### src/rtl/vec_element_sequencer.sv
// Vector element sequencer: accepts a full-width vector op, feeds one element
// pair per cycle to an external combinational element ALU, collects the
// per-element results and presents the assembled vector on a valid/ready port.
module vec_element_sequencer #(
   parameter int ELEMENT = 16,
   parameter int LANES   = 8
) (
   input  logic                       clk,
   input  logic                       rst,
   input  logic                       in_valid,
   output logic                       in_ready,
   input  logic [LANES*ELEMENT-1:0]   vec_a,
   input  logic [LANES*ELEMENT-1:0]   vec_b,
   input  logic [2:0]                 op,
   output logic [ELEMENT-1:0]         alu_a,
   output logic [ELEMENT-1:0]         alu_b,
   output logic [2:0]                 alu_opcode,
   input  logic [ELEMENT-1:0]         alu_result,
   output logic                       out_valid,
   input  logic                       out_ready,
   output logic [LANES*ELEMENT-1:0]   out_vec,
   output logic                       busy
);

   // A single lane still needs a one-bit index so the RUN compare is legal.
   localparam int IW = (LANES > 1) ? $clog2(LANES) : 1;
   localparam logic [IW-1:0] LAST = IW'(LANES - 1);

   typedef enum logic [1:0] {IDLE, RUN, DONE} state_t;

   state_t                         state;
   logic [IW-1:0]                  idx;
   logic [LANES-1:0][ELEMENT-1:0]  a_reg;
   logic [LANES-1:0][ELEMENT-1:0]  b_reg;
   logic [LANES-1:0][ELEMENT-1:0]  res_reg;
   logic [2:0]                     op_reg;

   // Control FSM: latches operands, walks idx across the lanes, holds the
   // result until the consumer takes it. Handshake flags are registered.
   always_ff @(posedge clk) begin
      if (rst) begin
         state     <= IDLE;
         idx       <= '0;
         a_reg     <= '0;
         b_reg     <= '0;
         res_reg   <= '0;
         op_reg    <= '0;
         in_ready  <= 1'b1;
         out_valid <= 1'b0;
         busy      <= 1'b0;
      end else begin
         case (state)
            IDLE: begin
               if (in_valid) begin
                  a_reg    <= vec_a;
                  b_reg    <= vec_b;
                  op_reg   <= op;
                  idx      <= '0;
                  state    <= RUN;
                  in_ready <= 1'b0;
                  busy     <= 1'b1;
               end
            end
            RUN: begin
               res_reg[idx] <= alu_result;
               if (idx == LAST) begin
                  state     <= DONE;
                  out_valid <= 1'b1;
               end else begin
                  idx <= idx + 1'b1;
               end
            end
            DONE: begin
               if (out_ready) begin
                  state     <= IDLE;
                  idx       <= '0;
                  out_valid <= 1'b0;
                  busy      <= 1'b0;
                  in_ready  <= 1'b1;
               end
            end
            default: begin
               state     <= IDLE;
               idx       <= '0;
               out_valid <= 1'b0;
               busy      <= 1'b0;
               in_ready  <= 1'b1;
            end
         endcase
      end
   end

   // ALU drive is the current lane while running, quiet zero otherwise.
   always_comb begin
      alu_a      = '0;
      alu_b      = '0;
      alu_opcode = '0;
      if (state == RUN) begin
         alu_a      = a_reg[idx];
         alu_b      = b_reg[idx];
         alu_opcode = op_reg;
      end
   end

   assign out_vec = res_reg;

endmodule

### config.mk
export PLATFORM = sky130hd
export DESIGN_NAME = vec_element_sequencer
export DESIGN_NICKNAME = d
export VERILOG_FILES = /design/src/rtl/vec_element_sequencer.sv
export SDC_FILE = /design/constraint.sdc
export NUM_CORES = 1
export LEC_CHECK = 0
export ABC_AREA = 0
export CAP_MARGIN = 20
export CORE_MARGIN = 4
export CORE_UTILIZATION = 48
export DETAILED_ROUTE_END_ITERATION = 16
export GPL_TIMING_DRIVEN = 0
export HOLD_SLACK_MARGIN = 0.06
export PLACE_DENSITY_LB_ADDON = 0.2
export SLEW_MARGIN = 20
export SYNTH_ARGS = -nofsm -noshare
export SYNTH_HDL_FRONTEND = slang
export SYNTH_SLANG_ARGS = --single-unit
export TNS_END_PERCENT = 5
### constraint.sdc
create_clock -name clk -period 2.1 [get_ports clk]
set_input_delay 0.42 -clock clk [delete_from_list [all_inputs] [get_ports clk]]
set_output_delay 0.42 -clock clk [all_outputs]
set_load 0.01 [all_outputs]
**Yosys cells after proc, flatten, opt, wreduce, memory -nomap -nowiden**

Index checks and enable logic that the tools add are counted.

- Order comparisons: 2
- Add/sub/neg operators: 1
- Bitwise logic cells: 2
- Multiplexer cells: 26
- Reductions and logical operators: 7
- Eq/ne operators: 7

Operators by type and width:

| operator | count |
|---|---|
| 128-bit bitwise mux | 1 |
| 16-bit binary-select mux with 3-bit select | 2 |
| 16-bit 2-to-1 mux | 5 |
| 16-bit demux with 3-bit select | 1 |
| 3-bit 2-to-1 mux | 4 |
| 3-bit AND reduction | 4 |
| 1-bit one-hot mux with 3 select lines | 3 |
| 3-bit one-hot mux with 3 select lines | 1 |
| 2-bit inequality test (second input constant) | 4 |
| 2-bit 2-to-1 mux | 3 |
| 2-bit one-hot mux with 3 select lines | 1 |
| 1-bit 2-to-1 mux | 5 |
| 3-bit by 4-bit less-than comparator with 1-bit output (second input constant) | 1 |
| 3-bit by 1-bit adder with 3-bit output (second input constant) | 1 |
| 3-bit equality test (second input constant) | 1 |
| 3-bit by 1-bit >= comparator with 1-bit output (second input constant) | 1 |
| 2-bit by 1-bit equality test with 1-bit output (second input constant) | 1 |
| 2-bit equality test (second input constant) | 1 |
| 2-bit zero test | 1 |
| 1-bit NOT | 2 |
| 2-bit AND reduction | 1 |
| 1-bit logical AND | 1 |

- Word-level logic and storage cells: 75
- Register bits: 395
- Input port bits: 279

**Depth between registers and ports, before layout**

Gate-level depths: netlist (run 1).

- Word-level depth: 5
- Depth in mapped cells: 7
- Gate-level depth less buffers: 6

**Least setup slack after synthesis (run 1)**

OpenSTA, ideal clock, no wires.

- Path type: flip-flop to output port
- Start: reg idx[2]
- End: out alu_a[0]
- Slack: 0.253 ns
- Data arrival time: 1.427 ns
- Data required time: 1.680 ns
- Stages on the path, launching flop included: 8
- Cells stage by stage: dfxtp_1 -> buf_2 -> or2_2 -> clkbuf_1 -> buf_1 -> o22ai_1 -> nor2_1 -> nor2_1

- Word-level cells in the longest chain between the ends: 3

RTL lines:

| item | line | RTL |
|---|---|---|
| from (decl) | 32 | `logic [IW-1:0] idx;` |
| from (signal assigned) | 70 | `idx <= idx + 1'b1;` |
| 16-bit binary-select mux with 3-bit select | 99 | `alu_a = a_reg[idx];` |
| 16-bit 2-to-1 mux (not written as such) | 99 |  |
| 16-bit 2-to-1 mux | 98 | `if (state == RUN) begin` |
| to (decl) | 15 | `output logic [ELEMENT-1:0] alu_a,` |

No other way between the ends. The select of a mux whose other input is x is not followed.

**Worst setup path after layout (run 1)**

- Start: reg idx[1]
- End: out alu_b[3]

- Word-level cells in the longest chain between the ends: 3

RTL lines:

| item | line | RTL |
|---|---|---|
| 16-bit binary-select mux with 3-bit select | 100 | `alu_b = b_reg[idx];` |
| 16-bit 2-to-1 mux (not written as such) | 100 |  |
| 16-bit 2-to-1 mux | 98 |  |
| to (decl) | 16 | `output logic [ELEMENT-1:0] alu_b,` |

No other way between the ends. The select of a mux whose other input is x is not followed.

==> impl_metrics.env, run 1 <==
export IMPL_ant_nets=0
export IMPL_fraction_of_synthesis_flops_using_an_asynchronous_set_or_reset_pin_pct=0
export IMPL_ctsHoldBuffers=0
export IMPL_critical_path_top_cell_by_count="nor2_2"
export IMPL_grt_first_pass_wirelength_mm=90.71
export IMPL_tightestPinTransition_ns=0.7460
export IMPL_timing_critical_path_to_type="primary output"
export IMPL_grt_util_all_layers_pct=32.23
export IMPL_p_int_uw=13550
export IMPL_die_h_um=190.2
export IMPL_finalMaxSlewViolations=0
export IMPL_post_synth_instance_area_um2=15940
export IMPL_initial_antenna_violation_count=5
export IMPL_cts_tree="yes"
export IMPL_finalWirelength_mm=61.88
export IMPL_netlist_cell_type_count=35
export IMPL_route_detailed_vias_per_inst=5.489
export IMPL_switching_power_uw=4500
export IMPL_critical_path_n_buffers_inverters=4
export IMPL_critical_path_startpoint="idx[1]"
export IMPL_worstSkewPairLatency_ns=0.53
export IMPL_power_share_sequential_pct=44.5
export IMPL_setup_crit_end="alu_b[3]"
export IMPL_worstHoldPathType="in -> reg"
export IMPL_detail_route_first_pass_iterations=6
export IMPL_largest_net_degree_at_the_start_of_global_routing=15
export IMPL_globalRouteOverflowTotal=0
export IMPL_failed_checks="setup timing"
export IMPL_cp_depth=8
export IMPL_layout_worst_path_cycle_share_pct=125.4
export IMPL_cts_buffers_inserted=40
export IMPL_worstReg2RegEnd="a_reg[64]"
export IMPL_min_period_ns=2.633
export IMPL_route_detailed_drc=0
export IMPL_multiInputGateArea_um2=7761
export IMPL_synth_area_top_cells="dfxtp_1, nand2_1, a21oi_1"
export IMPL_critical_path_top_delay_family="buffers and inverters"
export IMPL_max_vdd_ir_drop_uv=494.1
export IMPL_synthesis_yosys_warnings=0
export IMPL_postSynthCellCount=2059
export IMPL_post_synth_top_area_cell="dfxtp_1"
export IMPL_critical_path_cell_by_cell="buf_6 -> buf_12 -> nand2b_4 -> buf_8 -> o22ai_2 -> nor2_2 -> nor2_2 -> clkdlybuf4s15_2"
export IMPL_crit_path_category="reg -> out"
export IMPL_clk_pin_slew_worst_paths_ns=0.06
export IMPL_finalHoldViolations=0
export IMPL_postSynthRegisterBits=395
export IMPL_synth_most_common_cell="nand2_1"
export IMPL_placed_cells=2928
export IMPL_synth_common_cells="nand2_1, a21oi_1, dfxtp_1"
export IMPL_violation_count_after_the_first_detailed_route_iteration=1233
export IMPL_register_area_um2=7914
export IMPL_worst_r2r_startpoint="state[0]"
export IMPL_start_util_pct=48.86
export IMPL_critPathArrivalTime_ns=2.21
export IMPL_status="finished, violations left"
export IMPL_timing_max_cap_violations=0
export IMPL_place_detailed_hpwl_mm=46.28
export IMPL_synth_flop_cell="dfxtp_1"
export IMPL_finish_cell_count_without_fillers=3017
export IMPL_vias=16560
export IMPL_clk_root_buffer_cell="clkbuf_16"
export IMPL_dieArea_um2=36190
export IMPL_switching_share_pct=24.93
export IMPL_holdPathStages=3
export IMPL_critPathLaunchType="register"
export IMPL_report_final_setup_viol=35
export IMPL_power_share_combinational_pct=13.5
export IMPL_max_slew_margin_pct=50.27
export IMPL_fraction_of_synthesized_cell_area_taken_by_the_top_area_cell_type_pct=49.61
export IMPL_critPathMaxStageDelay_ns=0.32
export IMPL_num_rows=66
export IMPL_synth_yosys_seq_area_share_pct=49.61
export IMPL_layout_area_overhead_vs_synth_pct=45.93
export IMPL_num_nets_final=2825
export IMPL_routability_congestion_estimate_from_global_placement=0.9627
export IMPL_skew_ns=0.01157
export IMPL_worst_hold_slack_ns=0.2206
export IMPL_cts_sink_count=395
export IMPL_maximum_number_of_buffers_from_clock_root_to_sink=3
export IMPL_fill_cells=2541
export IMPL_power_leakage_uw=0.008228
export IMPL_final_layout_size_suffix_gt1_share_pct=12.24
export IMPL_p_per_area_nw_per_um2=776.2
export IMPL_cp_required_ns=1.68
export IMPL_synth_edf_count=0
export IMPL_post_drt_wl_per_cell_um=20.51
export IMPL_io_buffer_count=427
export IMPL_maxClockFrequency_ghz=0.3797
export IMPL_i_o_pin_cnt=445
export IMPL_rrSetupSlack_ns=0.18
export IMPL_post_route_worst_setup_slack_ns=-0.5333
export IMPL_crit_fanout=10
export IMPL_clockPowerShare_pct=42.1
export IMPL_worst_r2r_cell_count=6
export IMPL_avg_inst_size_synth_um2=7.741
export IMPL_deepest_level_of_the_cts_h_tree=2
export IMPL_core_area_um2=32620
export IMPL_fp_dieW_um=190.2
export IMPL_critical_path_slowest_cell="dfxtp_2"
export IMPL_via_count_of_the_first_global_routing_pass=16208
export IMPL_grt_setup_unrepaired="yes"
export IMPL_net_count_after_synthesis=2340
## worst min-delay path: stages
cell and delay (ns):
buf_2 0.15, nand2_1 0.07, a21oi_1 0.05
## timing repair
action / in CTS / in global routing
setup endpoints to repair: 35 / 62
setup buffers: 4 / 5
pin swaps: 17 / 16
gates cloned: 8 / 0
resized for setup: 297 / 74
## cells by family (layout without fill, tap and decap cells)
family | count (synthesis) | in the layout | share of synthesized area (%)
multiplexers | 127 | 127 | 7.983
other | 0 | 2 | 0
adder cells (fa/ha/maj) | 2 | 2 | 0.1570
AND/OR/NAND/NOR | 885 | 885 | 21.68
XOR/XNOR | 1 | 1 | 0.05496
buffers and inverters | 184 | 698 | 5.299
flip-flops | 395 | 395 | 49.61
AO/OA/AOI/OAI | 465 | 465 | 15.21
## worst min-delay path by stage
stage / from / endpoint / slack, ns
2_1_floorplan: b_reg[1] / b_reg[1] / 0.43
3_3_place_gp: out_vec[92] / out_vec[92] / 0.44
3_5_place_dp: out_vec[34] / out_vec[34] / 0.45
4_1_cts: alu_result[15] / out_vec[31] / 0.20
5_1_grt: alu_result[11] / out_vec[27] / 0.21
6_report: alu_result[15] / out_vec[31] / 0.22
## final cells by class
type / count / share of cell area, %
multi-input cells: 1480 / 33.37
inverters: 5 / 0.08069
clock buffers: 60 / 5.191
repair buffers: 444 / 18.90
well taps: 442 / 2.378
clock inverters: 11 / 0.8176
flip-flops and latches: 395 / 34.02
plain buffers: 178 / 5.218
diodes: 2 / 0.02152
## cells in the final DEF, fill, tap and decap left out, drive strengths merged, types with 2 or more instances in the layout
cell type	n
ha	2
nor2b	3
diode	2
or2	4
and2	2
buf	138
mux2i	126
nor3	3
bufinv	5
a31oi	3
nand2	763
nor4b	2
clkinv	4
o22ai	62
a22o	2
clkdlybuf4s50	392
inv	6
clkbuf	145
nor2	74
dfxtp	395
nand3	19
and3	3
a21oi	395
nand2b	7
clkdlybuf4s15	7
o21bai	2
## stage by stage
stage               TNS, ns  instance area, um2  util [%]  setup slack, ns  total power [uW]
finish               -15.07               23260     71.31          -0.5333             18050
global route         -16.72               23260     71.31          -0.5960             18530
CTS                  -16.47               23120     70.87          -0.5335             17940
detailed placement   -82.53               20770     63.66          -0.9701             10300
global placement     -79.49               20770     63.66          -0.9573             10260
floorplan                 0               15940         -           0.2533              9163
## power by group through the flow
stage	Combinational (uW)	Sequential, uW	Clock (uW)
floorplan	1050	8110	0
global placement	2120	8140	0
detailed placement	2150	8150	0
CTS	2360	8010	7570
global route	2580	8050	7900
finish	2430	8030	7590
## per-layer routing
metal	track usage (%)	vias up	share of wire (%)
met2	55.65	896	48
met1	38.57	7705	37
met5	0	-	0.074
met4	16.13	6	5.4
met3	6.023	198	9.2
li1	-	7755	-
No activity file was read; power rests on OpenSTA's default activity.
==> inputs of run 2 (changes only) <==
- clock period: 2.1 -> 2.9 ns (I/O delays scaled with it)
==> run 2 against run 1 <==
  * The run still ends with setup timing left
  * Die area is the same
  * Flip-flop and latch count unchanged
  * Clock skew is 0.0015 ns higher
  * Clock power decreased by 28%
  * Wire length is 3.0% lower
  * Via count down 1.5%
  * Global-route usage is 0.92 points lower
  * First-iteration DRC count is 4.0% lower
  * Largest cell class unchanged
==> impl_metrics.env, run 2 (synthesis results as in run 1) <==
export IMPL_status="finished, violations left"
export IMPL_failed_checks="setup timing"
export IMPL_skew_ns=0.01303
export IMPL_crit_path_category="reg -> out"
export IMPL_max_slew_margin_pct=51.96
export IMPL_placed_cells=2928
export IMPL_ant_nets=0
export IMPL_tightestPinTransition_ns=0.7207
export IMPL_die_h_um=190.2
export IMPL_finalWirelength_mm=60.05
export IMPL_start_util_pct=48.86
export IMPL_finalMaxSlewViolations=0
export IMPL_route_detailed_drc=0
export IMPL_fill_cells=2643
export IMPL_clk_root_buffer_cell="clkbuf_16"
export IMPL_final_layout_size_suffix_gt1_share_pct=10.05
export IMPL_report_final_setup_viol=1
export IMPL_rrSetupSlack_ns=0.89
export IMPL_via_count_of_the_first_global_routing_pass=15909
export IMPL_vias=16308
export IMPL_worstHoldPathType="in -> reg"
export IMPL_worstSkewPairLatency_ns=0.53
export IMPL_num_nets_final=2809
export IMPL_layout_worst_path_cycle_share_pct=100.8
export IMPL_initial_antenna_violation_count=5
export IMPL_pre_cts_slack_ns=-0.3301
export IMPL_maxClockFrequency_ghz=0.3422
export IMPL_power_leakage_uw=0.008003
export IMPL_finish_cell_count_without_fillers=3000
export IMPL_fp_dieW_um=190.2
export IMPL_routability_congestion_estimate_from_global_placement=0.9627
export IMPL_p_per_area_nw_per_um2=574.0
export IMPL_cts_tree="yes"
export IMPL_cts_sink_count=395
export IMPL_timing_max_cap_violations=0
export IMPL_dieArea_um2=36190
export IMPL_most_common_cell_after_layout_fill_and_taps_aside="nand2_1"
export IMPL_deepest_level_of_the_cts_h_tree=2
export IMPL_timing_critical_path_to_type="primary output"
export IMPL_cp_required_ns=2.32
export IMPL_ctsHoldBuffers=0
export IMPL_clk_pin_slew_worst_paths_ns=0.06
export IMPL_i_o_pin_cnt=445
export IMPL_critPathLaunchType="register"
export IMPL_min_period_ns=2.922
export IMPL_grt_first_pass_wirelength_mm=88.31
export IMPL_layout_core_utilization_pct=68.95
export IMPL_globalRouteOverflowTotal=0
export IMPL_post_drt_wl_per_cell_um=20.02
export IMPL_cts_buffers_inserted=40
export IMPL_crit_fanout=10
export IMPL_route_detailed_vias_per_inst=5.436
export IMPL_post_route_worst_setup_slack_ns=-0.02246
export IMPL_largest_net_degree_at_the_start_of_global_routing=15
export IMPL_detail_route_first_pass_iterations=5
export IMPL_mostFrequentLayoutCells="nand2_1, a21oi_1, dfxtp_1, clkdlybuf4s50_1, mux2i_1"
export IMPL_grt_setup_unrepaired="yes"
export IMPL_maximum_number_of_buffers_from_clock_root_to_sink=3
export IMPL_grt_util_all_layers_pct=31.30
export IMPL_max_vdd_ir_drop_uv=361.2
export IMPL_layout_area_overhead_vs_synth_pct=41.11
export IMPL_finalHoldViolations=0
export IMPL_io_buffer_count=427
export IMPL_violation_count_after_the_first_detailed_route_iteration=1184
export IMPL_critPathArrivalTime_ns=2.34
export IMPL_place_detailed_hpwl_mm=46.28
export IMPL_core_area_um2=32620
export IMPL_num_rows=66
## run 2: path summary, 6_finish.rpt
path / start / to / depth (start not counted)
max: idx[0] / alu_b[5] / 8
min: alu_result[15] / out_vec[31] / 3
max reg2reg: state[0] / a_reg[64] / 6
min reg2reg: out_vec[23] / out_vec[23] / 2
## run 2: where the power goes
group          switching (uW)  leakage [uW]  internal [uW]
logic                     890       0.00409            745
clock network            2160      0.000685           3320
registers                 138       0.00322           5660
## run 2: stage by stage
stage	hold slack (ns)	TNS [ns]	area, um2	power [uW]
after detailed placement	0.4459	-5.579	20770	7458
after global placement	0.4404	-5.175	20770	7426
final	0.3817	-0.02246	22490	12910
after CTS	0.3636	-2.291	22410	12860
after floorplan	0.4318	0	15940	6635
after global routing	0.3701	-0.4991	22490	13280
## run 2: layout make-up
type	count	area, um2	area share (%)
multi-input cells	1480	7417	32.98
diodes	1	2.502	0.01113
plain buffers	179	1025	4.556
repair buffers	427	4169	18.54
clock buffers	60	1207	5.368
well taps	442	553.0	2.459
inverters	5	18.77	0.08344
flip-flops and latches	395	7909	35.16
clock inverters	11	190.2	0.8456
## run 2: routing by layer
layer / track usage (%) / wire length (um) / share of wire [%]
met1: 37.60 / 23030 / 38
met2: 54.22 / 28630 / 48
met3: 6.115 / 5094 / 8.5
met4: 14.61 / 3237 / 5.4
met5: 0 / 52 / 0.087
## run 2: worst max-delay path, stage by stage, from the launching register on
cell and delay [ns]:
dfxtp_2 0.36, buf_6 0.15, buf_8 0.19, buf_8 0.20, mux2i_1 0.37, o22ai_4 0.15
nor2_1 0.11, nor2_1 0.06, clkdlybuf4s15_2 0.24
## run 2: repair_timing
item	4_1_cts	5_1_grt
pin swaps	0	2
setup endpoints to repair	35	33
buffers inserted	0	0
endpoints found under the hold margin	0	0
gates resized for setup	136	90
